File: src/rtl/matrix_multiply_unit.sv
// Sequential signed matrix multiplier C = A x B with one MAC per clock.
// Shares the start/busy/done handshake of the transpose stage so the two can be chained.
module matrix_multiply_unit #(
    parameter int DATA_WIDTH = 8,
    parameter int M_ROWS     = 2,
    parameter int K_DIM      = 3,
    parameter int N_COLS     = 2,
    parameter int ACC_WIDTH  = 20
) (
    input  logic                                  clk,
    input  logic                                  rst_n,
    input  logic                                  op_start_mm,
    input  logic [M_ROWS*K_DIM*DATA_WIDTH-1:0]    matrix_a,
    input  logic [K_DIM*N_COLS*DATA_WIDTH-1:0]    matrix_b,
    output logic [M_ROWS*N_COLS*ACC_WIDTH-1:0]    matrix_c,
    output logic                                  op_busy_mm,
    output logic                                  op_done_mm
);

    localparam int I_W = (M_ROWS > 1) ? $clog2(M_ROWS) : 1;
    localparam int J_W = (N_COLS > 1) ? $clog2(N_COLS) : 1;
    localparam int K_W = (K_DIM  > 1) ? $clog2(K_DIM)  : 1;

    localparam logic [I_W-1:0] I_LAST = I_W'(M_ROWS - 1);
    localparam logic [J_W-1:0] J_LAST = J_W'(N_COLS - 1);
    localparam logic [K_W-1:0] K_LAST = K_W'(K_DIM - 1);

    localparam logic [1:0] S_IDLE    = 2'd0;
    localparam logic [1:0] S_LATCH   = 2'd1;
    localparam logic [1:0] S_COMPUTE = 2'd2;
    localparam logic [1:0] S_DONE    = 2'd3;

    // Both operands are sign-extended to the accumulator width; the product wraps there.
    function automatic logic signed [ACC_WIDTH-1:0] mac_product(
        input logic signed [DATA_WIDTH-1:0] a,
        input logic signed [DATA_WIDTH-1:0] b
    );
        logic signed [ACC_WIDTH-1:0] ax;
        logic signed [ACC_WIDTH-1:0] bx;
        ax = {{(ACC_WIDTH-DATA_WIDTH){a[DATA_WIDTH-1]}}, a};
        bx = {{(ACC_WIDTH-DATA_WIDTH){b[DATA_WIDTH-1]}}, b};
        return ax * bx;
    endfunction

    logic [1:0]                   state_q, state_d;
    logic                         start_d1_q, start_d1_d;
    logic [I_W-1:0]               i_q, i_d;
    logic [J_W-1:0]               j_q, j_d;
    logic [K_W-1:0]               k_q, k_d;
    logic signed [ACC_WIDTH-1:0]  acc_q, acc_d;
    logic signed [DATA_WIDTH-1:0] a_q [M_ROWS][K_DIM];
    logic signed [DATA_WIDTH-1:0] a_d [M_ROWS][K_DIM];
    logic signed [DATA_WIDTH-1:0] b_q [K_DIM][N_COLS];
    logic signed [DATA_WIDTH-1:0] b_d [K_DIM][N_COLS];
    logic signed [ACC_WIDTH-1:0]  c_q [M_ROWS][N_COLS];
    logic signed [ACC_WIDTH-1:0]  c_d [M_ROWS][N_COLS];
    logic signed [ACC_WIDTH-1:0]  sum;
    logic                         start_edge;

    assign start_edge = op_start_mm & ~start_d1_q;

    always_comb begin
        state_d    = state_q;
        start_d1_d = op_start_mm;
        i_d        = i_q;
        j_d        = j_q;
        k_d        = k_q;
        acc_d      = acc_q;
        a_d        = a_q;
        b_d        = b_q;
        c_d        = c_q;
        sum        = acc_q + mac_product(a_q[i_q][k_q], b_q[k_q][j_q]);
        case (state_q)
            S_IDLE: begin
                if (start_edge) state_d = S_LATCH;
            end
            S_LATCH: begin
                for (int r = 0; r < M_ROWS; r++)
                    for (int c = 0; c < K_DIM; c++)
                        a_d[r][c] = matrix_a[(r*K_DIM+c)*DATA_WIDTH +: DATA_WIDTH];
                for (int r = 0; r < K_DIM; r++)
                    for (int c = 0; c < N_COLS; c++)
                        b_d[r][c] = matrix_b[(r*N_COLS+c)*DATA_WIDTH +: DATA_WIDTH];
                i_d     = '0;
                j_d     = '0;
                k_d     = '0;
                acc_d   = '0;
                state_d = S_COMPUTE;
            end
            S_COMPUTE: begin
                if (k_q != K_LAST) begin
                    acc_d = sum;
                    k_d   = k_q + 1'b1;
                end else begin
                    // Last term of a dot product: commit it and walk row-major to the next element.
                    c_d[i_q][j_q] = sum;
                    acc_d         = '0;
                    k_d           = '0;
                    if (j_q == J_LAST) begin
                        j_d = '0;
                        if (i_q == I_LAST) begin
                            i_d     = '0;
                            state_d = S_DONE;
                        end else begin
                            i_d = i_q + 1'b1;
                        end
                    end else begin
                        j_d = j_q + 1'b1;
                    end
                end
            end
            default: state_d = S_IDLE;
        endcase
    end

    always_ff @(posedge clk) begin
        if (!rst_n) begin
            state_q    <= S_IDLE;
            start_d1_q <= 1'b0;
            i_q        <= '0;
            j_q        <= '0;
            k_q        <= '0;
            acc_q      <= '0;
            a_q        <= '{default: '0};
            b_q        <= '{default: '0};
            c_q        <= '{default: '0};
        end else begin
            state_q    <= state_d;
            start_d1_q <= start_d1_d;
            i_q        <= i_d;
            j_q        <= j_d;
            k_q        <= k_d;
            acc_q      <= acc_d;
            a_q        <= a_d;
            b_q        <= b_d;
            c_q        <= c_d;
        end
    end

    for (genvar r = 0; r < M_ROWS; r++) begin : g_row
        for (genvar c = 0; c < N_COLS; c++) begin : g_col
            assign matrix_c[(r*N_COLS+c)*ACC_WIDTH +: ACC_WIDTH] = c_q[r][c];
        end
    end

    assign op_busy_mm = (state_q == S_LATCH) || (state_q == S_COMPUTE);
    assign op_done_mm = (state_q == S_DONE);

endmodule
File: config.mk
export PLATFORM = sky130hd
export DESIGN_NAME = matrix_multiply_unit
export DESIGN_NICKNAME = d
export VERILOG_FILES = /design/src/rtl/matrix_multiply_unit.sv
export SDC_FILE = /design/constraint.sdc
export NUM_CORES = 1
export LEC_CHECK = 0
export CORE_MARGIN = 4
export CORE_UTILIZATION = 35
export DETAILED_ROUTE_END_ITERATION = 16
export MAX_ROUTING_LAYER = met4
export PLACE_DENSITY = 0.6
export SETUP_SLACK_MARGIN = 0.02
export SKIP_LAST_GASP = 1
export SLEW_MARGIN = 10
export SYNTH_ARGS = -nofsm -noshare
export SYNTH_HDL_FRONTEND = slang
export SYNTH_SLANG_ARGS = --single-unit
export TNS_END_PERCENT = 1
File: constraint.sdc
create_clock -name clk -period 15.4 [get_ports clk]
set_input_delay 3.08 -clock clk [delete_from_list [all_inputs] [get_ports clk]]
set_output_delay 3.08 -clock clk [all_outputs]
set_load 0.05 [all_outputs]
== Yosys cells after proc, flatten, opt, wreduce, memory -nomap -nowiden ==
Cells that the tools add are included.
W data, S select, Z words.
Word-level totals
  register bits: 203
  output and inout port bits: 82
Cells by class
  $add $sub $neg: 4
  $mul: 1
  magnitude comparators: 5
  equality and inequality tests: 8
  multiplexer cells: 33
  bitwise operators: 6
  reduce and logical (&&, ||, !) cells: 9
Operator list (number)
  $bwmux W80: 1
  $mux W24: 3
  $demux W40 S1: 1
  $mux W20: 2
  $mux W40: 1
  $mux W8: 5
  $pmux W20 S2: 1
  $bmux W16 S2: 1
  $mux W16: 2
  $add A20 B16 Y20: 1
  $demux W20 S1: 1
  $bmux W8 S2: 1
  $mul A8 B8 Y16: 1
  $mux W2: 5
  $ne A2 B2 Y1 const B: 5
  $pmux W2 S3: 1
  $mux W1: 5
  $eq A2 B2 Y1 const B: 2
  $ge A2 B2 Y1 const B: 2
  $lt A2 B1 Y1 const B: 2
  $not A1 Y2: 2
  $pmux W1 S2: 2
  $pmux W2 S2: 1
  $reduce_and A2 Y1: 2
  other kinds (13): 16

== Depth between registers and ports, before layout ==
Gate-level depths: netlist of the first run.
  word-level depth: 11
  gate-level depth with buffers: 26
  depth with buffers taken out: 23

== Worst setup path before layout of the first run ==
No wires, ideal clock.
  path kind: register to register
  start point: register k_q[1]
  end point: register c_q (netlist bit matrix_c[38])
  library setup time: 62 ps
  arrival: 6959 ps
  path slack: 8379 ps
  stages on the path, launching flop included: 22
  path buffers: 3
  path through: dfxtp_1 buf_2 nor2b_1 clkbuf_1 buf_2 a21oi_1 a21oi_1 nor2b_1 inv_1 fa_1 inv_1 fa_1 fa_1 fa_1 fa_1 ha_1 o211ai_2 a21oi_1 o32a_1 o211a_1 or4_1 nand3_1
Between the ends
  longest elaborated chain between the ends: 10
  elaborated cells between the ends (all ways): 16
Ends and longest elaborated chain
  start, declared: RTL line 49  | logic [K_W-1:0] k_q, k_d;
  start signal, assigned: RTL line 132  | k_q <= k_d;
  $not A2 Y3 (implied by the code): RTL line 72  | sum = acc_q + mac_product(a_q[i_q][k_q], b_q[k_q][j_q]);
  $bmux W16 S2: RTL line 72
  $mux W16 (implied by the code) (2 in series): RTL line 72
  $mux W8 (implied by the code) (3 in series): RTL line 72
  $mul A8 B8 Y16: RTL line 42  | return ax * bx;
  $add A20 B16 Y20: RTL line 72
  $bwmux W80: RTL line 96  | c_d[i_q][j_q] = sum;
  end signal, assigned: RTL line 126  | c_q <= '{default: '0};
  end signal, assigned: RTL line 136  | c_q <= c_d;
  end, declared: RTL line 55  | logic signed [ACC_WIDTH-1:0] c_q [M_ROWS][N_COLS];
Parallel ways exist; a longest one is shown, timed or not. The select of a mux whose other input is x is not followed.
A chain may end at the register's enable or synchronous reset.

== Worst setup path after layout of the first run ==
  start point: register k_q[1]
  end point: register c_q (netlist bit matrix_c[16])
Same word-level chain as after synthesis.

==> flow_summary_export.csv, run 1 <==
group,metric,value,unit
synth,synth_edf_count,0,
sta,hold_viol,0,
worst_setup_path,reg2reg_depth,18,
worst_setup_path,start_kind,"flip-flop",
synth,async_flop_share,0,%
pwr,seqPwrFrac,34.5,%
worst_setup_path,crit_fanout,25,
status,status,"finished clean",
worst_setup_path,r2r_slack,8320,ps
synth,ys_seq_elements,203,
synth,seq_area_frac_synth,34.2,%
worst_setup_path,timing.rr.end,"matrix_c[16]$_SDFFE_PN0P_",
synth,syn_inst,1305,
synth,ys_types,60,
global_route,grt_pass1_wl,52.2,mm
global_route,grt_overflow,0,
cells_and_area,diodes,0,
worst_setup_path,r2r_start,"k_q[1]$_SDFFE_PN0P_",
cts,cts.sinks,203,
pwr,internal-power,1.17,mW
cts,cts_root_buffer,"clkbuf_16",
sta,max_freq,141,MHz
synth,synth_mux_area_share,11.0,%
routing,wl,32.8,mm
worst_hold_path,min_path_type,"reg2reg",
synth,synth_top_family_by_area,"adder cells",
synth,synth-simple-area-share,16.6,%
cts,cts_max_level,1,
routing,num_vias,9479,
die,die_w,192,µm
cts,clockBufferDepth,3,
cts,cts_setup_buffers,0,
cts,clk_latency,510,ps
synth,synth-main-ff-cell,"dfxtp_1",
pwr,total_power,1.79,mW
pwr,p_sw,615,µW
routing,ant_nets,0,
die,die_y,192,µm
cts,cts_resized,0,
cells_and_area,nets,1686,
synth,synth_nets,1542,
place,hpwl,24.2,mm
run,maxCapViolations,0,
synth,synthXorXnorAreaFrac,0.959,%
pwr,ir_drop,0.0766,mV
cells_and_area,synthToLayoutAreaGrowth,24.9,%
sta,whs,454,ps
die,dieArea,37000,µm²
cts,numCtsBuffers,23,
pwr,p_leak,5.93,nW
worst_setup_path,arrival,7420,ps
sta,tightestPinTransition,1060,ps
sta,rsz0062_at_grt,"no",
synth,mappedNetlistArea,11900,µm²
worst_setup_path,crit_path_end_kind,"flip-flop",
sta,setup_viol,0,
pwr,clkPwrFrac,31.0,%
global_route,antenna_found_initial,0,
pwr,p_comb_share,34.5,%
synth,synth_top_area_share,34.2,%
sta,final.period_utilization,46.0,%
die,core-area,33500,µm²
die,io_pins,181,
place,gp_congestion,0.853,
sta,final_max_slew_viol_count,0,
worst_setup_path,required,15740,ps
sta,skew,11.6,ps
routing,drt-pass1-iter-count,5,
pwr,power_density,121,nW/µm²
synth,synth_area_leaders,"dfxtp_1 (34%), fa_1 (15%), mux2i_1 (11%), ha_1 (5.3%), nor2_1 (4.5%)",
synth,syn_avg_cell_area,9.10,µm²
die,start_util,35.4,%
global_route,first_global_vias,9511,
synth,synth_compound_area_share,11.1,%
place,placed_cell_area,14100,µm²
routing,vias_per_cell,4.96,
sta,period_needed,7080,ps
pwr,sw_frac_of_total,34.4,%
cts,clk_pin_slew,60,ps
worst_hold_path,holdPathEnd,"matrix_c[47]$_SDFFE_PN0P_",
synth,synth_fa_ha_area_share,20.1,%
cells_and_area,drive_gt1_share,4.57,%
sta,max_slew_margin,28.7,%
synth,ys_warn_count,0,
worst_setup_path,critPathKind,"reg2reg",
routing,post_drt_wl_per_cell,17.1,µm
routing,drc,0,
place,port_buffers,180,
routing,drtIter0Drc,471,
sta,setup_tns,0,ps
cts,tritoncts,"built",
worst_hold_path,holdPathStages,2,
worst_hold_path,hp-start,"matrix_c[47]$_SDFFE_PN0P_",
cts,cts_hold_buf,0,
synth,yosysTopAreaCell,"dfxtp_1",
die,rows,67,
global_route,grt_usage,18.0,%
cells_and_area,fin_area,14800,µm²
global_route,grt_max_degree,88,
layout by cell type (no fill, tap or decap), types with 7 or more instances in the layout:
master and count:
a211oi_1 14, a21o_1 8, a21oi_1 72, a2bb2oi_1 7, and2_1 7, buf_4 15, clkbuf_16 23, clkdlybuf4s50_1 179
dfxtp_1 202, fa_1 88, ha_1 49, inv_1 107, mux2i_1 126, nand2_1 132, nand2b_1 18, nand3_1 34
nand4_1 8, nor2_1 141, nor2b_1 53, o211ai_1 11, o21ai_0 29, o21ai_1 10, o22ai_1 7, o311ai_0 8
o311ai_1 8, xnor2_1 9
cell families after synthesis:
| group | after synthesis |
|---|---|
| AO/OA/AOI/OAI | 206 |
| flip-flops | 203 |
| AND/OR/NAND/NOR | 430 |
| adder cells (fa/ha/maj) | 138 |
| XOR/XNOR | 13 |
| multiplexers | 130 |
| buffers and inverters | 185 |
synthesized netlist by cell type, drive strengths merged, types with 2 or more instances:
cell,count
nand3,34
a21o,8
nor2,141
or4,2
a211o,5
nand3b,2
and3,4
mux2,4
a21oi,72
ha,50
or2,8
o22ai,7
nand2b,18
a21boi,4
nand2,132
clkbuf,58
a222oi,2
a2bb2oi,7
nor3,7
a211oi,15
o21ai,39
fa,88
a221oi,2
xor2,4
xnor2,9
or3,6
o21a,4
o211a,2
nor2b,54
o211ai,12
nand4,8
o31ai,3
buf,18
mux2i,126
a31oi,2
inv,108
nor4,2
dfxtp,203
nor3b,3
o32a,2
and2,7
o311ai,16
final cells by class:
class,instances,area (µm²)
Inverter,109,412
Timing Repair Buffer,195,1910
Sequential cell,203,4070
Fill cell,3293,18700
Multi-Input combinational cell,917,7120
Tap cell,448,561
Clock inverter,8,103
Clock buffer,33,663
power by group through the flow:
| stage | Clock, mW | Sequential [mW] | Combinational (mW) |
|---|---|---|---|
| after global placement | 0 | 0.627 | 0.617 |
| after floorplan | 0 | 0.618 | 0.455 |
| after detailed placement | 0 | 0.628 | 0.621 |
| after CTS | 0.566 | 0.617 | 0.626 |
| after global routing | 0.587 | 0.624 | 0.687 |
| final | 0.555 | 0.616 | 0.617 |
critical path, stage by stage (launching register included):
cell and delay (ps):
dfxtp_1 320, nor2b_2 850, a221oi_1 220, a21oi_1 500, nor2b_1 210, buf_4 280
inv_1 90, fa_1 480, inv_1 50, fa_1 520, fa_1 450, fa_1 520
fa_1 490, ha_1 370, o211ai_2 170, a21oi_1 90, o32a_1 430, a311oi_1 700
a211oi_1 170
worst max path at each step:
stage,slack [ps],to,start,depth (start not counted)
6_report,8320,matrix_c[16]$_SDFFE_PN0P_,k_q[1]$_SDFFE_PN0P_,18
5_1_grt,7720,matrix_c[16]$_SDFFE_PN0P_,k_q[1]$_SDFFE_PN0P_,19
4_1_cts,8290,matrix_c[16]$_SDFFE_PN0P_,k_q[1]$_SDFFE_PN0P_,18
3_5_place_dp,8340,acc_q[16]$_SDFFE_PN0P_,k_q[1]$_SDFFE_PN0P_,18
3_3_place_gp,8440,acc_q[16]$_SDFFE_PN0P_,k_q[1]$_SDFFE_PN0P_,18
2_1_floorplan,8380,matrix_c[38]$_SDFFE_PN0P_,k_q[1]$_SDFFE_PN0P_,21
flip-flops by register name, summed over array words and instances, names as in the netlist:
name        cells
a_q            48
acc_q          20
b_q            48
i_q             1
j_q             1
k_q             2
matrix_c       80
start_d1_q      1
state_q         2
through the flow:
stage | cells | util [%] | setup WS [ps]
2_1_floorplan | 1305 | - | 8380
3_3_place_gp | 1872 | 42.0 | 8440
5_1_grt | 1913 | 44.2 | 7720
3_5_place_dp | 1872 | 42.0 | 8340
4_1_cts | 1913 | 44.2 | 8290
6_report | 1913 | 44.2 | 8320
layer usage:
metal | share of wire [%] | up-vias | GRT usage (%)
met4 | 1.5 | 0 | 3.18
met5 | 0 | - | -
met2 | 44 | 270 | 27.6
met1 | 49 | 4529 | 25.7
met3 | 5.6 | 37 | 2.73
li1 | - | 4643 | -
Note: power is estimated with default switching activity, not from simulation.
==> run 2: changes to the inputs <==
--- a/config.mk
+++ b/config.mk
@@ -9,7 +9,7 @@
 export CORE_UTILIZATION = 35
 export DETAILED_ROUTE_END_ITERATION = 16
 export MAX_ROUTING_LAYER = met4
-export PLACE_DENSITY = 0.6
+export PLACE_DENSITY = 0.62
 export SETUP_SLACK_MARGIN = 0.02
 export SKIP_LAST_GASP = 1
 export SLEW_MARGIN = 10
==> constraint.sdc (replaced) <==
create_clock -name clk -period 5.72 [get_ports clk]
set_input_delay 1.144 -clock clk [delete_from_list [all_inputs] [get_ports clk]]
set_output_delay 1.144 -clock clk [all_outputs]
set_load 0.05 [all_outputs]
==> flow_summary_export.csv, run 2 (same netlist as run 1, synthesis figures left out) <==
group,metric,value,unit
status,status,"complete, but fails checks",
status,violations,"setup timing",
sta,setup_ws,-136,ps
global_route,grt_overflow,0,
cts,tritoncts,"built",
cells_and_area,nets,1799,
cts,cts.sinks,203,
worst_setup_path,start_kind,"flip-flop",
pwr,sw_frac_of_total,34.3,%
place,hpwl,25.9,mm
worst_setup_path,cpMostUsedCell,"fa_1",
cells_and_area,drive_gt1_share,15.0,%
routing,num_vias,10000,
pwr,p_sw,1.84,mW
cts,clockBufferDepth,3,
routing,post_drt_wl_per_cell,17.5,µm
routing,wl,35.5,mm
sta,skew,12.0,ps
cts,cts_max_level,1,
sta,tightestPinTransition,1040,ps
cts,numCtsBuffers,23,
global_route,grt_usage,19.2,%
pwr,internal-power,3.52,mW
worst_setup_path,max_stage_delay,580,ps
sta,final.period_utilization,102,%
sta,setup_viol,22,
place,port_buffers,180,
routing,ant_nets,0,
pwr,p_comb_share,39.1,%
worst_setup_path,slowest_stage,"fa_1",
pwr,clkPwrFrac,29.7,%
cells_and_area,final_cell_mix,"dfxtp_1 (201), clkdlybuf4s50_1 (179), nor2_1 (138), nand2_1 (132), mux2i_1 (124)",
die,io_pins,181,
cells_and_area,final_common_cell,"dfxtp_1",
sta,rsz0062_at_grt,"yes",
global_route,grt_max_degree,80,
routing,drtIter0Drc,478,
pwr,ir_drop,0.277,mV
sta,setup_tns,-1510,ps
global_route,antenna_found_initial,0,
cts,cts_hold_buf,0,
pwr,total_power,5.37,mW
sta,whs,452,ps
run,maxCapViolations,0,
worst_hold_path,min_path_type,"reg2reg",
worst_setup_path,crit_chain,"buf_12, buf_12, mux2i_1, nor2_1, a21oi_1, a21oi_2, nor2b_4, inv_2, fa_1, inv_1, fa_1, fa_1, fa_1, fa_1, ha_4, o21a_4, a21oi_4, a211o_1, a211oi_2, xor2_1, buf_4, a21oi_1",
sta,max_freq,171,MHz
pwr,seqPwrFrac,31.2,%
worst_setup_path,arrival,6220,ps
die,die_w,192,µm
cells_and_area,synthToLayoutAreaGrowth,36.4,%
pwr,p_leak,6.55,nW
place,gp_congestion,0.921,
place,placed_cell_area,14900,µm²
cts,cts_root_buffer,"clkbuf_16",
die,start_util,35.4,%
place,pre_cts_ws,-321,ps
sta,max_slew_margin,30.4,%
worst_setup_path,required,6090,ps
die,rows,67,
die,core-area,33500,µm²
die,die_y,192,µm
worst_setup_path,crit_fanout,7,
cells_and_area,largest_register_ffs,80,
cts,clk_pin_slew,60,ps
global_route,first_global_vias,10100,
global_route,grt_pass1_wl,55.2,mm
die,dieArea,37000,µm²
worst_setup_path,critPathKind,"reg2reg",
cells_and_area,fin_area,16200,µm²
cells_and_area,diodes,0,
cts,clk_latency,520,ps
routing,vias_per_cell,4.94,
sta,period_needed,5860,ps
routing,drt-pass1-iter-count,5,
pwr,power_density,331,nW/µm²
worst_setup_path,crit_path_end_kind,"flip-flop",
sta,final_max_slew_viol_count,0,
sta,hold_viol,0,
routing,drc,0,
==> run 2: changes by cell type in the layout (fill, tap and decap cells not counted), sizes merged <==
cell,before,now
buf,16,129
clkbuf,33,26
bufinv,2,5
clkinv,4,7
clkinvlp,1,4
inv,110,108
==> run 2: final timing paths <==
check,from,end,slack (ps),cells after the start
worst max-delay path,k_q[0]$_SDFFE_PN0P_,matrix_c[39]$_SDFFE_PN0P_,-140,22
worst min-delay path,matrix_c[73]$_SDFFE_PN0P_,matrix_c[73]$_SDFFE_PN0P_,450,2
worst max register to register,k_q[0]$_SDFFE_PN0P_,matrix_c[39]$_SDFFE_PN0P_,-140,22
worst min register to register,matrix_c[73]$_SDFFE_PN0P_,matrix_c[73]$_SDFFE_PN0P_,450,2
==> run 2: metrics by stage <==
step / std cells / utilization (%)
finish: 2026 / 48.3
global route: 2026 / 48.3
CTS: 2019 / 47.8
detailed placement: 1969 / 44.6
global placement: 1969 / 44.6
floorplan: 1305 / -
==> run 2: critical path: cells and delay by family, from the launching register on <==
kind | cells | cell delay [ps]
AND/OR/NAND/NOR | 2 | 360
adder cells (fa/ha/maj) | 6 | 2780
buffers and inverters | 5 | 570
XOR/XNOR | 1 | 280
AO/OA/AOI/OAI | 7 | 1190
flip-flops | 1 | 390
multiplexers | 1 | 110
==> run 2: per-layer routing <==
metal / up-vias / track usage [%] / part of all wire, %
li1: 4867 / - / -
met1: 4834 / 26.6 / 46
met2: 271 / 29.8 / 45
met3: 41 / 3.45 / 6.4
met4: 0 / 3.40 / 1.8
met5: - / - / 0
==> run 2: final cells by class <==
| cell class | count | area (µm²) |
|---|---|---|
| flip-flops and latches | 203 | 4070 |
| well taps | 448 | 561 |
| clock inverters | 15 | 211 |
| multi-input cells | 917 | 7480 |
| fillers | 3165 | 17300 |
| clock buffers | 26 | 597 |
| repair buffers | 308 | 2870 |
| inverters | 109 | 415 |
==> run 2: power groups by stage <==
| stage | sequential [mW] | combinational (mW) | clock [mW] |
|---|---|---|---|
| 5_1_grt | 1.69 | 2.30 | 1.69 |
| 6_report | 1.67 | 2.10 | 1.59 |
| 2_1_floorplan | 1.66 | 1.25 | 0 |
| 3_3_place_gp | 1.70 | 1.92 | 0 |
| 4_1_cts | 1.67 | 2.04 | 1.63 |
| 3_5_place_dp | 1.70 | 1.95 | 0 |
==> run 2: timing repair <==
action                                  in CTS  in global routing
cloned                                       1                  0
pin swaps                                   14                 29
hold endpoints to repair                     0                  0
endpoints found under the setup margin      49                 54
setup buffers                                8                  8
gates resized for setup                     33                 28
